$ cat src/rtl/motor_pkg.sv
// Shared types and helpers for the motor command slew-rate limiter.
package motor_pkg;

   localparam int CMD_W = 11;

   typedef enum logic [1:0] {
      HOLD  = 2'd0,
      RAMP  = 2'd1,
      DWELL = 2'd2
   } state_t;

   // Clamp a signed command into [-max_mag, +max_mag]; -1024 maps to -max_mag.
   function automatic logic signed [CMD_W-1:0] sat11(input logic signed [CMD_W-1:0] v,
                                                     input int max_mag);
      int vi;
      vi = int'(v);
      if (vi > max_mag) begin
         vi = max_mag;
      end else if (vi < -max_mag) begin
         vi = -max_mag;
      end
      return vi[CMD_W-1:0];
   endfunction

endpackage

$ cat src/rtl/motor_ramp_chan.sv
// One wheel channel: saturated target, slew-limited output and the
// HOLD/RAMP/DWELL sequencer that parks the output at zero before a reversal.
module motor_ramp_chan
   import motor_pkg::*;
#(
   parameter int STEP        = 8,
   parameter int DWELL_TICKS = 4,
   parameter int MAX_MAG     = 1023
) (
   input  logic             clk,
   input  logic             rst_n,
   input  logic             tick,
   input  logic             load,
   input  logic             clear,
   input  logic             zero_tgt,
   input  logic [CMD_W-1:0] cmd,
   output logic [CMD_W-1:0] out,
   output logic             busy
);

   localparam int DW = (DWELL_TICKS > 1) ? $clog2(DWELL_TICKS) : 1;
   localparam logic [DW-1:0] DWELL_LAST = DW'(DWELL_TICKS - 1);
   localparam logic signed [CMD_W:0]   STEP_S  = (CMD_W+1)'(STEP);
   localparam logic signed [CMD_W-1:0] STEP_11 = CMD_W'(STEP);

   logic signed [CMD_W-1:0] tgt, tgt_nxt;
   logic signed [CMD_W-1:0] out_q, out_nxt;
   state_t                  state, state_nxt;
   logic [DW-1:0]           dwell_cnt, cnt_nxt;

   logic                    forced;
   logic signed [CMD_W-1:0] eff;
   logic signed [CMD_W:0]   diff;
   logic signed [CMD_W-1:0] step_out;

   // A non-zero output heading for a target of the opposite sign is steered to zero first.
   assign forced   = (out_q != '0) && (tgt != '0) && (tgt[CMD_W-1] != out_q[CMD_W-1]);
   assign eff      = forced ? '0 : tgt;
   assign diff     = {eff[CMD_W-1], eff} - {out_q[CMD_W-1], out_q};
   // Stepping by STEP only happens when the goal is further than STEP away, so it cannot overshoot or overflow.
   assign step_out = (diff > STEP_S)  ? out_q + STEP_11 :
                     (diff < -STEP_S) ? out_q - STEP_11 : eff;

   // State register for target, output, sequencer state and dwell counter.
   always_ff @(posedge clk or negedge rst_n) begin
      if (!rst_n) begin
         tgt       <= '0;
         out_q     <= '0;
         state     <= HOLD;
         dwell_cnt <= '0;
      end else begin
         tgt       <= tgt_nxt;
         out_q     <= out_nxt;
         state     <= state_nxt;
         dwell_cnt <= cnt_nxt;
      end
   end

   // Next-state logic: clear dominates, target writes are independent of the tick-driven ramp.
   always_comb begin
      tgt_nxt   = tgt;
      out_nxt   = out_q;
      state_nxt = state;
      cnt_nxt   = dwell_cnt;
      if (clear) begin
         tgt_nxt   = '0;
         out_nxt   = '0;
         state_nxt = HOLD;
         cnt_nxt   = '0;
      end else begin
         if (load) begin
            tgt_nxt = sat11($signed(cmd), MAX_MAG);
         end else if (zero_tgt) begin
            tgt_nxt = '0;
         end
         if (tick) begin
            case (state)
               DWELL: begin
                  // Output stays parked at zero; the dwell always runs its full length.
                  if (dwell_cnt == DWELL_LAST) begin
                     cnt_nxt   = '0;
                     state_nxt = (tgt == '0) ? HOLD : RAMP;
                  end else begin
                     cnt_nxt = dwell_cnt + 1'b1;
                  end
               end
               default: begin
                  // HOLD with a settled output yields step_out == tgt and stays in HOLD.
                  out_nxt = step_out;
                  if (forced && (step_out == '0)) begin
                     state_nxt = DWELL;
                     cnt_nxt   = '0;
                  end else if (step_out == tgt) begin
                     state_nxt = HOLD;
                  end else begin
                     state_nxt = RAMP;
                  end
               end
            endcase
         end
      end
   end

   assign out  = out_q;
   assign busy = (out_q != tgt) || (state == DWELL);

endmodule

$ cat src/rtl/motor_ramp.sv
// Slew-rate limiter and safety stage in front of the motor controller:
// shared ramp prescaler, command watchdog, emergency stop and two wheel channels.
module motor_ramp
   import motor_pkg::*;
#(
   parameter int STEP        = 8,
   parameter int TICK_DIV    = 500,
   parameter int DWELL_TICKS = 4,
   parameter int WDOG_CYCLES = 2_500_000,
   parameter int MAX_MAG     = 1023
) (
   input  logic              clk,
   input  logic              rst_n,
   input  logic [CMD_W-1:0]  cmd_lft,
   input  logic [CMD_W-1:0]  cmd_rht,
   input  logic              cmd_vld,
   input  logic              estop,
   output logic [CMD_W-1:0]  lft,
   output logic [CMD_W-1:0]  rht,
   output logic              ramping,
   output logic              wdog_trip
);

   localparam int PW = (TICK_DIV > 1) ? $clog2(TICK_DIV) : 1;
   localparam int WW = (WDOG_CYCLES > 1) ? $clog2(WDOG_CYCLES) : 1;
   localparam logic [PW-1:0] PRE_LAST  = PW'(TICK_DIV - 1);
   localparam logic [WW-1:0] WDOG_LAST = WW'(WDOG_CYCLES - 1);

   logic [PW-1:0] pre;
   logic [WW-1:0] wd;
   logic          tick;
   logic          accept;
   logic          expire;
   logic          zero_tgt;
   logic          busy_l;
   logic          busy_r;

   assign tick     = (pre == PRE_LAST);
   // Commands are ignored entirely while estop is held.
   assign accept   = cmd_vld & ~estop;
   assign expire   = (wd == WDOG_LAST);
   // A command arriving on the expiry cycle wins over the trip.
   assign zero_tgt = expire & ~accept;

   // Free-running ramp prescaler; keeps counting through estop.
   always_ff @(posedge clk or negedge rst_n) begin
      if (!rst_n) begin
         pre <= '0;
      end else if (tick) begin
         pre <= '0;
      end else begin
         pre <= pre + 1'b1;
      end
   end

   // Command watchdog: restarts on each accepted command, saturates and flags on expiry.
   always_ff @(posedge clk or negedge rst_n) begin
      if (!rst_n) begin
         wd        <= '0;
         wdog_trip <= 1'b0;
      end else if (accept) begin
         wd        <= '0;
         wdog_trip <= 1'b0;
      end else if (expire) begin
         wdog_trip <= 1'b1;
      end else begin
         wd <= wd + 1'b1;
      end
   end

   motor_ramp_chan #(
      .STEP        (STEP),
      .DWELL_TICKS (DWELL_TICKS),
      .MAX_MAG     (MAX_MAG)
   ) u_lft (
      .clk      (clk),
      .rst_n    (rst_n),
      .tick     (tick),
      .load     (accept),
      .clear    (estop),
      .zero_tgt (zero_tgt),
      .cmd      (cmd_lft),
      .out      (lft),
      .busy     (busy_l)
   );

   motor_ramp_chan #(
      .STEP        (STEP),
      .DWELL_TICKS (DWELL_TICKS),
      .MAX_MAG     (MAX_MAG)
   ) u_rht (
      .clk      (clk),
      .rst_n    (rst_n),
      .tick     (tick),
      .load     (accept),
      .clear    (estop),
      .zero_tgt (zero_tgt),
      .cmd      (cmd_rht),
      .out      (rht),
      .busy     (busy_r)
   );

   assign ramping = busy_l | busy_r;

endmodule

$ cat config.mk
export PLATFORM = sky130hd
export DESIGN_NAME = motor_ramp
export DESIGN_NICKNAME = d
export VERILOG_FILES = /design/src/rtl/motor_pkg.sv /design/src/rtl/motor_ramp_chan.sv /design/src/rtl/motor_ramp.sv
export SDC_FILE = /design/constraint.sdc
export NUM_CORES = 1
export LEC_CHECK = 0
export BUFFER_PORTS_ARGS = -buffer_cell sky130_fd_sc_hd__buf_2
export CORE_UTILIZATION = 56
export CTS_CLUSTER_SIZE = 20
export DETAILED_ROUTE_END_ITERATION = 12
export GPL_ROUTABILITY_DRIVEN = 0
export GPL_TIMING_DRIVEN = 0
export PLACE_DENSITY = 0.83
export SYNTH_ARGS = -nofsm -noshare
export SYNTH_HDL_FRONTEND = slang
export SYNTH_SLANG_ARGS = --single-unit
export TNS_END_PERCENT = 20
$ cat constraint.sdc
create_clock -name clk -period 5.75 [get_ports clk]
set_clock_uncertainty 0.2 [all_clocks]
set_input_delay 0.575 -clock clk [delete_from_list [all_inputs] [get_ports clk]]
set_output_delay 0.575 -clock clk [all_outputs]
set_load 0.02 [all_outputs]
==> key figures, run 1 <==
Clocking
  • Skew-Pair Late Insertion Delay: between 0.3 and 0.4 ns
  • Clock slew at reported path FFs: 0.07 ns
  • CTS root buffer: clkbuf_16
  • Clk buf depth: 2
  • H-Tree Depth: 3
  • CTS tree: done
  • Cts bufs inserted: 9
  • Sink Count: 84

Critical path
  • Worst Path Arrival: 5.64 ns
  • Critical path class: flop to flop
  • Worst-path cell chain: inv_2 -> nand2_1 -> or4_4 -> nor3_4 -> a21oi_1 -> o21ai_2 -> buf_4 -> and2_1 -> ha_1 -> clkbuf_1 -> nand4_1 -> a21oi_1 -> a211oi_1 -> xnor2_1 -> nor2b_1 -> a31o_1 -> clkbuf_2 -> o22ai_1 -> a21oi_1 -> o211ai_1 -> a2111oi_2 -> nand4_1 -> o221a_1
  • Critical Path RT: between 5 and 6 ns
  • Slowest stage cell, crit path: or4_4
  • CP Launch Type: flop
  • Crit path buf inv count: 4
  • Worst path max stage delay: about 0.45 ns
  • CP delay by family, top: compound AO/OA/AOI/OAI gates
  • Worst path most repeated cell: a21oi_1
  • CP endpoint kind: flop
  • Crit path max fanout: 10
  • Worst r2r src: u_rht.out[3]$_DFFE_PN0P_
  • R2R setup slack: 0.14 ns
  • Crit path from: u_rht.out[3]$_DFFE_PN0P_

Synthesis
  • Netlist cell types: 77
  • Mapped Nets: 924
  • Largest family of logic cells by synthesized area: simple AND/OR/NAND/NOR gates
  • Register bit total from synthesis: 84
  • Register area share after synthesis: between 30% and 40%
  • Post-synthesis simple-gate area fraction: between 20% and 30%
  • Syn_area_per_cell: 8.01 µm²
  • EDFF count, synth: 0
  • Cell count after synthesis: 864
  • FFs w/ async S/R, synth: 100%
  • Compound-gate portion of the synthesized area: between 20% and 30%
  • Most used DFF post-synth: dfrtp_1
  • Post-Synth Adder-Cell Area: about 6.4%
  • XOR/XNOR share of the synthesized area: approximately 7.8%
  • Synth Cell Area: a little under 7000 µm²
  • Mux contribution to synthesized area: ~1.3%
  • Syn. warnings: 0

Global route
  • Met3 usage: between 5 and 6%
  • First-pass GRT wire length: around 31 mm
  • GRT Util Overall: a little under a third
  • Met1 capacity usage during global routing: between 40% and 50%
  • Met2 Use GR: between 40% and 50%
  • Vias in the first global route: between 6k and 7k
  • Initial antenna violation count: 0
  • Overflow after GRT: 0
  • Pin count of the biggest net entering global routing: 58
  • Global routing's busiest layer: met2

Timing
  • Headroom to the max-slew limit: 42.2%
  • Upper clock frequency limit: 178 MHz
  • Final Hold Fails: 0
  • RSZ-0062 raised after global routing: yes
  • Period minus WS final: 5.61 ns
  • Fin. max-slew vios: 0
  • Setup ws final: about 0.14 ns
  • Final setup vio count: 0
  • Fin Setup TNS: 0 ns
  • Period utilisation layout: 97.6%
  • Worst-Margin Slew: approximately 0.86 ns

Drt
  • DRT Pass-1 Iters: 6
  • Total vias in the final route: 6981
  • Final WL: 19.3 mm
  • Vias per cell: 6.42
  • Drt drc: 0
  • DRT iter0 DRCs: about 630
  • Antenna Nets Post-Route: 0
  • Mean routed wirelength per cell: between 15 and 20 µm

Hold path
  • Worst Hold Class: primary input to flop
  • Hold_sp: cmd_lft[7]

Layout
  • Antenna cells: 0
  • Area used by multi-input combinational logic: 4680 µm²
  • Final net count: about 1000
  • Sequential cell area: between 2000 and 2500 µm²
  • Most frequent cells in the layout: nor2_1 (85), dfrtp_1 (75), nand2_1 (72)
  • P&R area growth vs syn: 16.1%
  • Share of layout cells above drive strength 1: between 10% and 20%
  • Non-Filler Instances: 1087
  • Commonest non-fill, non-tap cell in the layout: nor2_1
  • Final core occ: about two thirds
  • FILL cells: between 900 and 1k

Power and ir drop
  • Leak: about 0.0035 µW
  • Max IR drop VDD: roughly 0.18 mV
  • Pwr dens: 212 nW/µm²
  • Overall power: 1710 µW

Floorplan
  • I/O pin total: 50
  • Die width: between 100 and 150 µm
  • Row cnt: 40
  • Core area: roughly 12000 µm²
  • Die Ht: 113 µm
  • Die Area: roughly 13000 µm²
  • Initial Util: between 50% and 60%

Run status
  • Status: finished clean

Placed design
  • Dpl cells: 1060
  • Port Buffer Count: between 40 and 50
  • Detailed placer's ending HPWL: 14.1 mm
  • Dpl ws: -0.842 ns

Job
  • Max Cap Viol: 0
[sequential cells by signal (all words and copies together), names as in the netlist]
name / flops
wd: 22
u_lft.out: 11
u_rht.state: 2
wdog_trip: 1
u_lft.dwell_cnt: 2
pre: 9
u_rht.tgt: 11
u_lft.tgt: 11
u_rht.dwell_cnt: 2
u_rht.out: 11
u_lft.state: 2
[metrics by stage]
step,hold slack (ns),area [µm²]
after floorplan,0.0794,6930
after global placement,0.252,7350
after detailed placement,0.269,7380
after CTS,0.252,7810
after global routing,0.260,8040
final,0.264,8040
[synth_stat cells, types with 6 or more instances]
cell	count	area (µm²)
and2_1	22	138
a21o_1	9	67.6
o21ai_1	6	30.0
o2111ai_1	6	52.6
nor2b_1	10	62.6
ha_1	32	400
xor2_1	27	236
nand3_1	25	125
clkbuf_1	38	143
nor3_1	24	120
mux2i_1	8	80.1
nor4_1	12	75.1
inv_1	45	169
o221ai_1	9	78.8
and3_1	10	62.6
o21ai_0	51	255
a21oi_1	63	315
a211oi_1	10	75.1
a22o_1	25	219
or2_2	11	68.8
xnor2_1	35	307
nand2_1	72	270
or4_1	7	52.6
nor2_1	86	323
nand4_1	14	87.6
dfrtp_1	84	2100
nand2b_1	14	87.6
or3_1	9	56.3
[layer usage]
| metal | wire [µm] | vias up |
|---|---|---|
| met5 | 0 | - |
| met4 | 710 | 0 |
| met3 | 1620 | 75 |
| met2 | 8740 | 315 |
| met1 | 8270 | 3299 |
| li1 | - | 3292 |
[path summary, 6_finish.rpt]
path | to | cells after the start
max in group asynchronous | wd[6]$_DFFE_PN0N_ | 3
min in group asynchronous | u_rht.out[9]$_DFFE_PN0P_ | 2
max reg2reg | u_rht.state[0]$_DFFE_PN0P_ | 23
min reg2reg | pre[0]$_DFF_PN0_ | 1
max | u_rht.state[0]$_DFFE_PN0P_ | 23
min | u_lft.tgt[7]$_DFFE_PN0P_ | 2
[logic make-up after synthesis]
logic type | after synthesis
simple gates | 340
compound gates | 246
buf+inv | 89
flops | 84
xor+xnor | 62
fa+ha+maj | 34
mux | 9
[power by group]
| part | switching, µW | internal [µW] | leakage, µW |
|---|---|---|---|
| registers | 27.6 | 610 | 0.00113 |
| logic | 289 | 192 | 0.00224 |
| clock network | 238 | 350 | 0.000146 |
[area by class of cell]
class	count	share of cell area [%]
tap	147	2.29
clock buffer	11	3.02
sequential	84	26.3
buffer	35	2.12
inverter	45	2.10
multi-input combinational	691	58.2
timing repair buffer	69	5.26
clock inverter	5	0.747
[what timing repair did]
action	CTS	global route
hold buffers	1	0
buffers inserted	6	13
endpoints found under the setup margin	27	11
endpoints found under the hold margin	27	0
resized for setup	28	43
pin swaps	6	14
No activity file was read; power rests on OpenSTA's default activity.
==> inputs of run 2 (changes only) <==
ABC_AREA = 1   (was unset)
TNS_END_PERCENT = 5   (was 20)
==> run 2 against run 1 <==
Die area is 6.3% higher. Synthesized cell count is 32% higher. Worst setup slack better by 0.68 ns. Cell area is 1.7% higher. Via count is 13% higher. Flip-flop and latch count stayed put. Global-route usage is 2.2 points higher. Worst hold slack worse by 0.0010 ns. Final cell count is 26% higher. First-iteration DRC count is 33% higher. Largest cell class unchanged.
==> key figures, run 2 <==
Critical path
  • Worst path max stage delay: approximately 0.37 ns
  • Worst r2r src: u_rht.out[7]$_DFFE_PN0P_
  • Critical path class: flop to flop
  • R2r endpoint: u_rht.dwell_cnt[0]$_DFFE_PN0P_
  • Worst path most repeated cell: nand2_1
  • Crit path buf inv count: 7
  • R2R depth: 33
  • Worst Path Arrival: about 5.0 ns
  • CP delay by family, top: simple AND/OR/NAND/NOR gates
  • CP endpoint kind: flop
  • Slowest stage cell, crit path: dfrtp_1
  • Critical Path RT: between 5 and 6 ns
  • R2R setup slack: around 0.82 ns
  • CP Launch Type: flop
  • Crit path max fanout: 10

Timing
  • Worst-Margin Slew: around 0.86 ns
  • Upper clock frequency limit: 203 MHz
  • Headroom to the max-slew limit: 42.3%
  • Final Hold Fails: 0
  • Period utilisation layout: 85.8%
  • RSZ-0062 raised after global routing: no
  • Fin. max-slew vios: 0
  • Fin Setup TNS: 0 ns
  • Period minus WS final: slightly below 5 ns
  • Final setup vio count: 0

Clocking
  • CTS root buffer: clkbuf_16
  • Skew-Pair Late Insertion Delay: around 0.35 ns
  • Clock slew at reported path FFs: ~0.070 ns
  • Cts bufs inserted: 9
  • Post_cts resized: 0
  • H-Tree Depth: 3
  • Sink Count: 84
  • Clk buf depth: 2
  • CTS tree: done
  • # Post-CTS Setup Buffers: 0

Synthesis
  • FFs w/ async S/R, synth: between 90% and 100%
  • Most used DFF post-synth: dfrtp_1
  • EDFF count, synth: 0
  • Syn_area_per_cell: between 6 and 7 µm²
  • Netlist cell types: 43
  • Register bit total from synthesis: 84
  • Top cells by count, synth: nand2_1 (298), inv_1 (180), nand3_1 (141)
  • Synth Cell Area: 7370 µm²
  • Cell count after synthesis: about 1.1k
  • Most frequent cell after synthesis: nand2_1
  • Top cells by area, synth: dfrtp_1 (29%), nand2_1 (15%), nand3_1 (9.6%)
  • Register area share after synthesis: between 20% and 30%
  • Synth area leader: dfrtp_1
  • Synth top area share: 28.5%
  • Mapped Nets: around 1.2k
  • Syn. warnings: 0

Floorplan
  • I/O pin total: 50
  • Row cnt: a little over 40
  • Die Area: roughly 14000 µm²
  • Initial Util: a little under 60%
  • Die width: around 120 µm
  • Die Ht: 117 µm
  • Core area: about 13000 µm²

Global route
  • Pin count of the biggest net entering global routing: 53
  • Initial antenna violation count: 0
  • GRT Util Overall: between 30 and 40%
  • First-pass GRT wire length: ~34 mm
  • Vias in the first global route: 7054
  • Overflow after GRT: 0

Power and ir drop
  • Clock share of power: between 30% and 40%
  • Net load switching power: 704 µW
  • Max IR drop VDD: 0.207 mV
  • Sw Share: 37.4%
  • Comb power frac: between 30 and 40%
  • Internal: approximately 1200 µW
  • Leak: roughly 0.0045 µW
  • Overall power: around 1900 µW
  • Pwr dens: roughly 230 nW/µm²
  • Sequential share of power: approximately a third

Placed design
  • Placement Cell Area: roughly 7900 µm²
  • Dpl cells: 1358
  • Port Buffer Count: 48
  • Detailed placer's ending HPWL: around 16 mm

Drt
  • Mean routed wirelength per cell: roughly 15 µm
  • Antenna Nets Post-Route: 0
  • DRT Pass-1 Iters: 6
  • Drt drc: 0
  • DRT iter0 DRCs: about 840
  • Final WL: between 20 and 25 mm
  • Vias per cell: 5.72
  • Total vias in the final route: ~7.9k

Layout
  • Fin area: ~8000 µm²
  • Share of layout cells above drive strength 1: roughly 11%
  • Top reg by flops: wd
  • Final net count: around 1.3k
  • FILL cells: between 1k and 1.5k
  • Antenna cells: 0
  • Non-Filler Instances: about 1.4k
  • P&R area growth vs syn: 10.9%
  • Largest register FFs: 22
  • Most frequent cells in the layout: nand2_1 (298), inv_1 (180), nand3_1 (141)
  • Commonest non-fill, non-tap cell in the layout: nand2_1

Run status
  • Status: finished clean

Hold path
  • Hold depth: 1
  • Worst Hold Class: flop to flop
  • Hold_sp: pre[0]$_DFF_PN0_
  • WHS Endpoint: pre[0]$_DFF_PN0_

Job
  • Max Cap Viol: 0
[run 2: changes by cell type after synthesis, sizes merged, moves of 14 or more]
| cell | delta |
|---|---|
| a21oi | -30 |
| a22o | -25 |
| and2 | -22 |
| clkbuf | -26 |
| inv | +144 |
| nand2 | +249 |
| nand2b | -14 |
| nand3 | +125 |
| nor2 | +15 |
| o21ai | -18 |
| o22ai | +38 |
| xnor2 | -25 |
[run 2: power groups by stage]
stage	clock network [µW]	registers, µW	logic [µW]
6_report	612	637	633
5_1_grt	630	640	717
4_1_cts	613	636	620
3_5_place_dp	0	646	617
3_3_place_gp	0	646	605
2_1_floorplan	0	642	478
[run 2: logic make-up after synthesis]
| logic type | share of synthesized area [%] |
|---|---|
| flip-flops | 28.5 |
| XOR/XNOR | 4.30 |
| AND/OR/NAND/NOR | 40.1 |
| buffers and inverters | 11.2 |
| AO/OA/AOI/OAI | 9.85 |
| adder cells (fa/ha/maj) | 5.98 |
[run 2: stage by stage]
stage          utilization (%)  worst slack, ns  hold WS [ns]
2_1_floorplan                -             1.62        0.0794
3_3_place_gp              61.5             1.02         0.252
3_5_place_dp              61.7            0.955         0.259
4_1_cts                   64.2            0.940         0.267
5_1_grt                   64.2            0.309         0.298
6_report                  64.2            0.819         0.263
[run 2: routing by layer]
| metal | GRT usage, % | share of wire [%] |
|---|---|---|
| met1 | 45.6 | 43 |
| met2 | 50.5 | 44 |
| met3 | 5.81 | 10 |
| met4 | 12.0 | 2.6 |
| met5 | 0 | 0 |
[run 2: worst max-delay path by stage]
stage	end	slack (ns)	cells past startpoint	from
4_1_cts	u_lft.dwell_cnt[1]$_DFFE_PN0P_	0.94	30	u_lft.out[5]$_DFFE_PN0P_
5_1_grt	u_rht.dwell_cnt[0]$_DFFE_PN0P_	0.31	33	u_rht.out[7]$_DFFE_PN0P_
3_3_place_gp	u_lft.dwell_cnt[1]$_DFFE_PN0P_	1.02	30	u_lft.out[3]$_DFFE_PN0P_
2_1_floorplan	u_rht.dwell_cnt[1]$_DFFE_PN0P_	1.62	33	u_rht.out[5]$_DFFE_PN0P_
6_report	u_rht.dwell_cnt[0]$_DFFE_PN0P_	0.82	33	u_rht.out[7]$_DFFE_PN0P_
3_5_place_dp	u_lft.dwell_cnt[1]$_DFFE_PN0P_	0.96	30	u_lft.out[5]$_DFFE_PN0P_
[run 2: repair_timing]
item,in CTS,in global routing
endpoints found under the hold margin,32,0
setup endpoints to repair,0,0
hold buffers,1,0
[run 2: area by class of cell]
class                           count  area (µm²)  area share [%]
Inverter                          191         717            8.77
Clock inverter                      6        70.1           0.857
Tap cell                          172         215            2.63
Multi-Input combinational cell    841        4440            54.3
Sequential cell                    84        2100            25.7
Clock buffer                       10         239            2.92
Buffer                             21         110            1.35
Timing Repair Buffer               50         280            3.43
==> inputs of run 3 (changes only) <==
CORE_UTILIZATION = 58   (was 56)
CTS_BUF_LIST = sky130_fd_sc_hd__clkbuf_8   (was unset)
PLACE_DENSITY = 0.88   (was 0.83)
==> run 3 against run 2 <==
Cell area is 1.3% lower. Utilization is 1.8 points higher. Worst hold slack better by 0.0021 ns. Non-clock buffer count stayed put. Final cell count is 0.36% lower. Critical path depth stayed put. Via count is 1.4% lower.
==> key figures, run 3 (same netlist as run 2, synthesis figures left out) <==
Timing
  • Final setup vio count: 0
  • Period utilisation layout: a little under 90%
  • Setup ws final: roughly 0.77 ns
  • Fin Setup TNS: 0 ns
  • RSZ-0062 raised after global routing: no
  • Upper clock frequency limit: roughly 200 MHz
  • Headroom to the max-slew limit: 42.8%
  • Worst-Margin Slew: around 0.85 ns
  • Fin. max-slew vios: 0
  • Final Hold Fails: 0
  • Period minus WS final: roughly 5 ns

Critical path
  • R2R depth: 33
  • CP endpoint kind: flop
  • Crit path from: u_rht.out[7]$_DFFE_PN0P_
  • Crit path buf inv count: 7
  • Crit path max fanout: 10
  • Worst Path Arrival: roughly 5.0 ns
  • CP Launch Type: flop
  • Worst path most repeated cell: nand2_1
  • Critical path class: flop to flop
  • Worst r2r src: u_rht.out[7]$_DFFE_PN0P_
  • R2R setup slack: a little under 0.8 ns
  • CP delay by family, top: simple AND/OR/NAND/NOR gates
  • Critical Path RT: 5.80 ns
  • Worst path max stage delay: about 0.38 ns
  • R2r endpoint: u_rht.dwell_cnt[1]$_DFFE_PN0P_
  • Slowest stage cell, crit path: dfrtp_1

Drt
  • DRT Pass-1 Iters: 8
  • Antenna Nets Post-Route: 0
  • Vias per cell: 5.66
  • DRT iter0 DRCs: 977
  • Mean routed wirelength per cell: between 10 and 15 µm
  • Total vias in the final route: slightly below 8k
  • Drt drc: 0
  • Final WL: 20.2 mm

Floorplan
  • I/O pin total: 50
  • Die Area: roughly 13000 µm²
  • Core area: between 10000 and 15000 µm²
  • Row cnt: 40
  • Die width: 115 µm
  • Initial Util: between 60 and 70%
  • Die Ht: about 110 µm

Layout
  • Top reg by flops: wd
  • P&R area growth vs syn: 9.49%
  • Final net count: ~1.3k
  • Antenna cells: 0
  • Most frequent cells in the layout: nand2_1 (298), inv_1 (180), nand3_1 (141)
  • Commonest non-fill, non-tap cell in the layout: nand2_1
  • Largest register FFs: 22
  • Share of layout cells above drive strength 1: 11.2%

Job
  • Max Cap Viol: 0

Hold path
  • Worst Hold Class: flop to flop
  • Hold_sp: pre[0]$_DFF_PN0_
  • WHS Endpoint: pre[0]$_DFF_PN0_
  • Hold depth: 1

Clocking
  • Cts bufs inserted: 9
  • CTS root buffer: clkbuf_8
  • H-Tree Depth: 3
  • Clk buf depth: 2
  • Post_cts resized: 0
  • Skew-Pair Late Insertion Delay: around 0.36 ns
  • CTS tree: done
  • Sink Count: 84
  • Clock slew at reported path FFs: 0.08 ns

Global route
  • First-pass GRT wire length: 33.6 mm
  • GRT Util Overall: between 30 and 40%
  • Vias in the first global route: between 7k and 8k
  • Overflow after GRT: 0
  • Initial antenna violation count: 0
  • Pin count of the biggest net entering global routing: between 70 and 80

Power and ir drop
  • Overall power: roughly 1700 µW
  • Leak: between 0.004 and 0.005 µW
  • Pwr dens: roughly 210 nW/µm²
  • Max IR drop VDD: ~0.2 mV

Run status
  • Status: finished clean

Placed design
  • Port Buffer Count: between 40 and 50
  • Dpl ws: just over 0.9 ns
  • Detailed placer's ending HPWL: 15.7 mm
-- run 3: cell count changes in the layout (fill, tap and decap cells not counted) --
cell / change
inv_8: -1
clkbuf_8: +11
clkinvlp_4: -2
clkbuf_16: -9
-- run 3: area by class of cell --
class	count	area, µm²
timing repair buffer	50	280
inverter	191	717
sequential	84	2100
fill	1129	4150
multi-input combinational	841	4440
tap	168	210
clock inverter	3	43.8
clock buffer	12	165
buffer	21	110
-- run 3: metal layers --
| metal | vias up | track usage [%] | share of wire (%) |
|---|---|---|---|
| met5 | - | 0 | 0 |
| met4 | 0 | 14.3 | 3.9 |
| met3 | 75 | 4.82 | 8.9 |
| met2 | 408 | 51.3 | 45 |
| met1 | 3457 | 44.2 | 42 |
| li1 | 3813 | - | - |
-- run 3: power breakdown --
group	total, µW	switching [µW]	internal (µW)
registers	637	23.5	614
clock network	448	213	235
logic	633	421	212
-- run 3: timing repair --
action,4_1_cts,5_1_grt
setup buffers,0,0
endpoints found under the hold margin,11,0
hold buffers,1,0
-- run 3: stage by stage --
| stage | area (µm²) | util (%) | hold slack, ns | cells |
|---|---|---|---|---|
| after floorplan | 7370 | - | 0.0794 | 1137 |
| after global placement | 7820 | 64.0 | 0.251 | 1353 |
| after detailed placement | 7850 | 64.3 | 0.241 | 1354 |
| after CTS | 8070 | 66.1 | 0.266 | 1370 |
| after global routing | 8070 | 66.1 | 0.274 | 1370 |
| final | 8070 | 66.1 | 0.265 | 1370 |
-- run 3: how the worst max path moves through the flow --
stage	to	slack (ns)	cells past startpoint
final	u_rht.dwell_cnt[1]$_DFFE_PN0P_	0.77	33
after floorplan	u_rht.dwell_cnt[1]$_DFFE_PN0P_	1.62	33
after global routing	u_rht.dwell_cnt[0]$_DFFE_PN0P_	0.25	34
after CTS	u_rht.dwell_cnt[1]$_DFFE_PN0P_	0.89	33
after detailed placement	u_rht.dwell_cnt[0]$_DFFE_PN0P_	0.93	33
after global placement	u_rht.dwell_cnt[1]$_DFFE_PN0P_	1.03	33
